`config.mk`:
```
export PLATFORM = sky130hd
export DESIGN_NAME = trig_param_bank
export DESIGN_NICKNAME = d
export VERILOG_FILES = /design/src/rtl/trig_param_bank.sv
export SDC_FILE = /design/constraint.sdc
export NUM_CORES = 1
export LEC_CHECK = 0
export ABC_AREA = 0
export CORE_MARGIN = 2
export CORE_UTILIZATION = 50
export CTS_BUF_LIST = sky130_fd_sc_hd__clkbuf_4 sky130_fd_sc_hd__clkbuf_8
export CTS_CLUSTER_DIAMETER = 80
export CTS_CLUSTER_SIZE = 10
export DETAILED_ROUTE_END_ITERATION = 7
export PLACE_DENSITY = 0.85
export RECOVER_POWER = 25
export SYNTH_ARGS = -nofsm -noshare
export SYNTH_HDL_FRONTEND = slang
export SYNTH_SLANG_ARGS = --single-unit
```
`constraint.sdc`:
```
create_clock -name clk -period 2.05 [get_ports clk]
set_clock_uncertainty 0.2 [all_clocks]
set_input_delay 0.205 -clock clk [delete_from_list [all_inputs] [get_ports clk]]
set_output_delay 0.205 -clock clk [all_outputs]
set_load 0.02 [all_outputs]
```
`src/rtl/trig_param_bank.sv`:
```
// Bank of trigger-loaded parameters: host writes land in shadow registers and are committed
// atomically on commit_tick. Optional readback port enabled by defining PARAM_READBACK_EN.
module trig_param_bank #(
  parameter int NUM_REGS = 16,
  parameter int DATA_W   = 32,
  parameter int TRIG_W   = 16,
  parameter logic [NUM_REGS*DATA_W-1:0] DEFAULTS = '0
) (
  input  logic                         clk,
  input  logic                         reset_n,
  input  logic [TRIG_W-1:0]            trig,
  input  logic [15:0]                  wire_lo,
  input  logic [15:0]                  wire_hi,
  input  logic                         commit_tick,
  input  logic                         restore,
  output logic [NUM_REGS*DATA_W-1:0]   param_flat,
  output logic [NUM_REGS-1:0]          pending,
  output logic                         busy,
  output logic                         err_drop
`ifdef PARAM_READBACK_EN
  ,input  logic [7:0]                  rd_sel
  ,input  logic                        rd_shadow
  ,output logic [31:0]                 rd_data
`endif
);

  localparam int IDX_W = (NUM_REGS > 1) ? $clog2(NUM_REGS) : 1;
  localparam logic [TRIG_W-1:0] VALID_MASK = TRIG_W'((64'd1 << NUM_REGS) - 64'd1);

  typedef enum logic {S_IDLE, S_RESTORE} state_t;

  state_t                state_q, state_d;
  logic [IDX_W-1:0]      idx_q, idx_d;
  logic [DATA_W-1:0]     active_q [NUM_REGS];
  logic [DATA_W-1:0]     active_d [NUM_REGS];
  logic [DATA_W-1:0]     shadow_q [NUM_REGS];
  logic [DATA_W-1:0]     shadow_d [NUM_REGS];
  logic [NUM_REGS-1:0]   pending_q, pending_d;
  logic [NUM_REGS-1:0]   set_mask;
  logic                  busy_q, busy_d;
  logic                  err_q, err_d;
  logic [31:0]           wire_data;
  logic [TRIG_W-1:0]     trig_valid;
  logic                  trig_any;
  logic                  trig_multi;

  assign wire_data  = {wire_hi, wire_lo};
  assign trig_valid = trig & VALID_MASK;
  assign trig_any   = |trig_valid;
  assign trig_multi = |(trig_valid & (trig_valid - TRIG_W'(1)));

  // Commit reads the pre-cycle shadow/pending; new stages from this cycle survive the clear.
  always_comb begin
    active_d  = active_q;
    shadow_d  = shadow_q;
    pending_d = pending_q;
    state_d   = state_q;
    idx_d     = idx_q;
    busy_d    = busy_q;
    err_d     = err_q;
    set_mask  = '0;

    if (commit_tick) begin
      for (int k = 0; k < NUM_REGS; k++) begin
        if (pending_q[k]) active_d[k] = shadow_q[k];
      end
      pending_d = '0;
    end

    case (state_q)
      S_IDLE: begin
        for (int k = 0; k < NUM_REGS; k++) begin
          if (trig_valid[k]) shadow_d[k] = wire_data[DATA_W-1:0];
        end
        set_mask = trig_valid[NUM_REGS-1:0];
        if (trig_multi) err_d = 1'b1;
        if (restore) begin
          state_d = S_RESTORE;
          idx_d   = '0;
          busy_d  = 1'b1;
        end
      end
      S_RESTORE: begin
        if (trig_any) err_d = 1'b1;
        for (int k = 0; k < NUM_REGS; k++) begin
          if (idx_q == IDX_W'(k)) begin
            shadow_d[k] = DEFAULTS[k*DATA_W +: DATA_W];
            set_mask[k] = 1'b1;
          end
        end
        if (idx_q == IDX_W'(NUM_REGS - 1)) begin
          state_d = S_IDLE;
          busy_d  = 1'b0;
        end else begin
          idx_d = idx_q + IDX_W'(1);
        end
      end
      default: begin
        state_d = S_IDLE;
        busy_d  = 1'b0;
      end
    endcase

    pending_d = pending_d | set_mask;
  end

  always_ff @(posedge clk or negedge reset_n) begin
    if (!reset_n) begin
      for (int k = 0; k < NUM_REGS; k++) begin
        active_q[k] <= DEFAULTS[k*DATA_W +: DATA_W];
        shadow_q[k] <= DEFAULTS[k*DATA_W +: DATA_W];
      end
      pending_q <= '0;
      state_q   <= S_IDLE;
      idx_q     <= '0;
      busy_q    <= 1'b0;
      err_q     <= 1'b0;
    end else begin
      active_q  <= active_d;
      shadow_q  <= shadow_d;
      pending_q <= pending_d;
      state_q   <= state_d;
      idx_q     <= idx_d;
      busy_q    <= busy_d;
      err_q     <= err_d;
    end
  end

  always_comb begin
    param_flat = '0;
    for (int k = 0; k < NUM_REGS; k++) begin
      param_flat[k*DATA_W +: DATA_W] = active_q[k];
    end
  end

  assign pending  = pending_q;
  assign busy     = busy_q;
  assign err_drop = err_q;

`ifdef PARAM_READBACK_EN
  logic [31:0] rd_data_q, rd_data_d;

  always_comb begin
    rd_data_d = '0;
    for (int k = 0; k < NUM_REGS; k++) begin
      if (rd_sel == 8'(k)) rd_data_d[DATA_W-1:0] = rd_shadow ? shadow_q[k] : active_q[k];
    end
  end

  always_ff @(posedge clk or negedge reset_n) begin
    if (!reset_n) rd_data_q <= '0;
    else          rd_data_q <= rd_data_d;
  end

  assign rd_data = rd_data_q;
`endif

endmodule
```
[Word level (Yosys, flattened, before mapping)]
Cells that the tools add are included.
Storage, ports and cells
  register bits: 1047
  input bits: 52
  output and inout port bits: 530
  logic and storage cells: 194
Operators by class
  $add $sub $neg: 2
  equality and inequality tests: 51
  multiplexer cells: 63
  bitwise logic cells: 3
  reductions and logical operators: 38
Operator list (count)
  $mux 32: 32
  $pmux 512 s2: 1
  $reduce_and 2->1: 35
  $ne 2x2->1 const B: 19
  $ne 2x1->1 const B: 17
  $eq 4x4->1 const B: 8
  $pmux 16 s2: 1
  $reduce_or 16->1: 2
  $mux 1: 22
  $and 16x16->16: 1
  $eq 4x3->1 const B: 4
  $mux 16: 1
  $or 16x16->16: 1
  $sub 16x1->16 const B: 1
  $eq 4x2->1 const B: 2
  $mux 4: 2
  $pmux 4 s2: 1
  $pmux 1 s2: 3
  $add 4x1->4 const B: 1
  $eq 4x1->1 const B: 1
  $logic_not 4->1: 1
  $not 1->1: 1

[Logic depth before layout (Yosys ltp)]
  depth in word-level cells: 5
  mapped depth: 8

[Worst setup path after synthesis]
Ideal clock, no wire load.
  path type: input to register
  from: input port trig[3]
  to: register err_q (netlist: err_drop)
  arrival: 1.835 ns
  required time: 1.717 ns
  slack: -0.119 ns
  stages: 5
  buffers on the path: 0
  cells stage by stage: or4_4 or4_1 maj3_2 a2111oi_4 a31oi_1
On the way
  word-level cells in the longest chain between the ends: 5
  elaborated cells between the ends (all ways): 7
  those cells by class: 1 x add/sub; 2 x eq/ne; 1 x bitwise; 3 x reduce/logical
Ends and longest elaborated chain
  start: declaration: RTL line 11  | input logic [TRIG_W-1:0] trig,
  $sub 16x1->16: RTL line 50  | assign trig_multi = |(trig_valid & (trig_valid - TRIG_W'(1)));
  $and 16x16->16: RTL line 50
  $reduce_or 16->1: RTL line 50
  $ne 2x2->1 (no line)
  $reduce_and 2->1 (no line) (*)
  end signal: assignment: RTL line 125  | err_q <= err_d;
  end: declaration: RTL line 41  | logic err_q, err_d;
Mark *: on every way between the ends. The rest lies on a longest branch, timed or not.
A chain may end at the register's enable or synchronous reset.

[Final worst setup path]
  from: register idx_q[0]
  to: register shadow_q[182] (netlist bit)
On the way
  word-level cells in the longest chain between the ends: 3
Ends and longest elaborated chain
  start: declaration: RTL line 33  | logic [IDX_W-1:0] idx_q, idx_d;
  start signal: assignment: RTL line 123  | idx_q <= idx_d;
  $eq 4x4->1: RTL line 86  | if (idx_q == IDX_W'(k)) begin
  $ne 2x1->1 (no line)
  $reduce_and 2->1 (no line)
  end signal: indexed assignment: RTL line 111  | shadow_q[k] <= DEFAULTS[k*DATA_W +: DATA_W];
  end signal: assignment: RTL line 120  | shadow_q <= shadow_d;
  end: declaration: RTL line 36  | logic [DATA_W-1:0] shadow_q [NUM_REGS];
Every way passes these cells.

==> impl_metrics.json <==
{
  "status": "completed",
  "required_ns": 2.43,
  "drt_iter0_markers": 2139,
  "fin_crit_sh_pct": 98.2,
  "dpl_worst_slack_ns": -0.608,
  "drtPass1Iterations": 5,
  "cellPowerDensity_mw_per_mm2": 1540,
  "cts_num_sinks": 1047,
  "yosys.cell_types.count": 32,
  "leakagePower_nw": 25.2,
  "initial_core_util_pct": 50.4,
  "fillers": 5680,
  "synth-seq-cells": 1047,
  "setup_viol": 0,
  "cts_root_buffer": "clkbuf_8",
  "drtAntennaViolNets": 0,
  "synth_top_cell_by_area": "dfrtp_1",
  "path_clk_slew_ns": 0.08,
  "antenna_found_initial": 7,
  "wl_per_cell_um": 24.1,
  "vias_per_cell": 5.69,
  "r2r_slack_ns": 0.04,
  "worstReg2RegStart": "idx_q[0]",
  "grt_overflow": 0,
  "io_buffers": 581,
  "synth_area_leaders": "dfrtp_1 69%, mux2_2 15%, o21ai_0 7.0%",
  "finalHoldViolations": 0,
  "vdd_drop_max_mv": 0.819,
  "clk_latency_ns": 0.72,
  "postSynthCellCount": 2954,
  "core_area_mm2": 0.0757,
  "cp_data_arrival_time_ns": 2.39,
  "grt_max_degree": 80,
  "die_h_um": 280,
  "grt_pass1_vias": 26700,
  "synthDominantCellAreaShare_pct": 68.7,
  "cts_buffers": 114,
  "min-delay-path-class": "in -> async",
  "tritoncts": "yes",
  "maxCapViolCount": 0,
  "period_needed_ns": 2.01,
  "report.power.total_w": 0.0737,
  "path_max_fanout": 16,
  "worstSetupPathType": "reg -> reg",
  "syn_avg_cell_area_um2": 12.9,
  "clockBufferDepth": 3,
  "yosysWarnings": 0,
  "rows": 101,
  "tns_ns": 0,
  "seq_area_frac_synth_pct": 68.7,
  "route.detailed.drc": 0,
  "grt_pass1_wl_mm": 161,
  "r2r_end": "shadow_q[182]",
  "final_util_pct": 63.0,
  "max_freq_ghz": 0.497,
  "num-nets-final": 3676,
  "die-area_mm2": 0.0785,
  "wl_mm": 111,
  "maxSlewViolCount": 0,
  "h-tree-depth": 3,
  "dp_hpwl_mm": 72.1,
  "grtUsageTotal_pct": 27.3,
  "synth_fp_nets": 3010,
  "layout-drive-gt1-share_pct": 22.9,
  "cp-end-kind": "flip-flop",
  "reg2reg_depth": 7,
  "vias": 26200,
  "area_growth_pct": 25.1,
  "die_w_um": 280,
  "start_kind": "flip-flop",
  "whs_ns": 0.138,
  "relSlewSlack_pct": 11.7,
  "syn_area_mm2": 0.0381,
  "tightest_slew_ns": 1.32,
  "place_congestion": 0.822,
  "setup_slack_ns": 0.0375,
  "io_pins": 582
}
==> layout make-up <==
| class | instances | area (um^2) | area share (%) |
|---|---|---|---|
| multi-input combinational | 1682 | 11300 | 23.8 |
| clock buffer | 118 | 1610 | 3.38 |
| clock inverter | 5 | 62.6 | 0.131 |
| inverter | 22 | 82.6 | 0.173 |
| antenna | 6 | 15.0 | 0.0315 |
| tap | 978 | 1220 | 2.57 |
| sequential | 1047 | 26200 | 54.9 |
| timing repair buffer | 753 | 7160 | 15.0 |
==> flip-flops by register name (all words and copies together) (netlist names) <==
signal,cells
pending,16
idx_q,4
err_drop,1
busy,1
state_q,1
param_flat,512
shadow_q,512
==> power by group <==
part	switching [W]	internal, W
registers	0.00544	0.0294
logic	0.0164	0.0106
clock network	0.00678	0.00510
total	0.0286	0.0450
==> metrics by stage <==
stage / instances / area [um^2]
after CTS: 4585 / 47500
after detailed placement: 4455 / 46400
final: 4611 / 47700
after floorplan: 2954 / 38100
after global routing: 4605 / 47700
after global placement: 4455 / 46400
==> logic make-up (layout without fill, tap and decap cells) <==
family | count (synthesis) | count (layout) | synth area share (%)
flip-flops | 1047 | 1047 | 68.7
AND/OR/NAND/NOR | 600 | 600 | 6.09
AO/OA/AOI/OAI | 558 | 558 | 7.47
multiplexers | 514 | 514 | 15.2
buffers and inverters | 225 | 898 | 2.24
adder cells (fa/ha/maj) | 8 | 8 | 0.240
XOR/XNOR | 2 | 2 | 0.0460
other | 0 | 6 | 0
==> worst max path at each step <==
| stage | from | end | slack (ns) |
|---|---|---|---|
| after floorplan | trig[3] | err_drop | -0.04 |
| after global placement | trig[3] | err_drop | -0.56 |
| after detailed placement | trig[3] | err_drop | -0.61 |
| after CTS | idx_q[2] | shadow_q[308] | 0.0004 |
| after global routing | idx_q[0] | shadow_q[182] | -0.01 |
| final | idx_q[0] | shadow_q[182] | 0.04 |
==> per-layer routing <==
metal / GRT usage, % / up-vias / part of all wire [%]
li1: - / 11300 / -
met1: 36.6 / 13600 / 40
met2: 44.0 / 1137 / 48
met3: 6.06 / 235 / 8.4
met4: 9.86 / 0 / 3.3
met5: 0 / - / 0
==> cells in the final DEF, fill, tap and decap left out, types with 4 or more instances in the layout <==
master and instances:
nor2b_1 11, clkbuf_1 12, nand2_1 553, and3_1 4
clkbuf_16 9, nand2_2 12, diode_2 6, o21ai_0 532
clkdlybuf4s50_1 49, clkbuf_2 7, dlygate4sd2_1 530, buf_12 47
buf_4 84, dlygate4sd3_1 6, a31oi_4 11, dfrtp_1 1044
inv_1 21, mux2_2 512, nor3_1 4, nor2_1 6
a21oi_4 4, clkbuf_8 116, clkbuf_4 6
==> worst max-delay path: stages, from the launching register on <==
cell and delay, ns:
dfrtp_2 0.45, inv_1 0.11, ha_2 0.22, buf_4 0.16
a31oi_4 0.10, buf_12 0.17, clkbuf_16 0.19, o21ai_0 0.28
==> synth_stat cells <==
cell and n:
a21oi_1 6, mux2_2 512, o21ai_0 533, o31ai_1 1
mux2i_1 2, nor2b_1 11, a31oi_1 12, nand2b_1 1
inv_1 22, nand3_1 1, o22ai_1 1, and3_1 5
maj3_2 1, or2_2 1, maj3_1 3, nor3_1 4
a2111oi_4 1, or4_1 2, ha_1 4, a221oi_1 1
dfrtp_1 1047, a2111oi_0 2, buf_6 1, nand2_1 565
or3_1 1, xnor2_1 2, nor2_1 8, buf_1 50
clkbuf_1 151, buf_2 1, o32ai_1 1, or4_4 1
==> timing repair <==
item,CTS,global route
gates resized for setup,530,9
buffers inserted,0,11
endpoints found under the hold margin,1086,0
setup endpoints to repair,530,231
hold buffers,7,0
cloned,0,9
pin swaps,0,3
No activity file was read; power rests on OpenSTA's default activity.
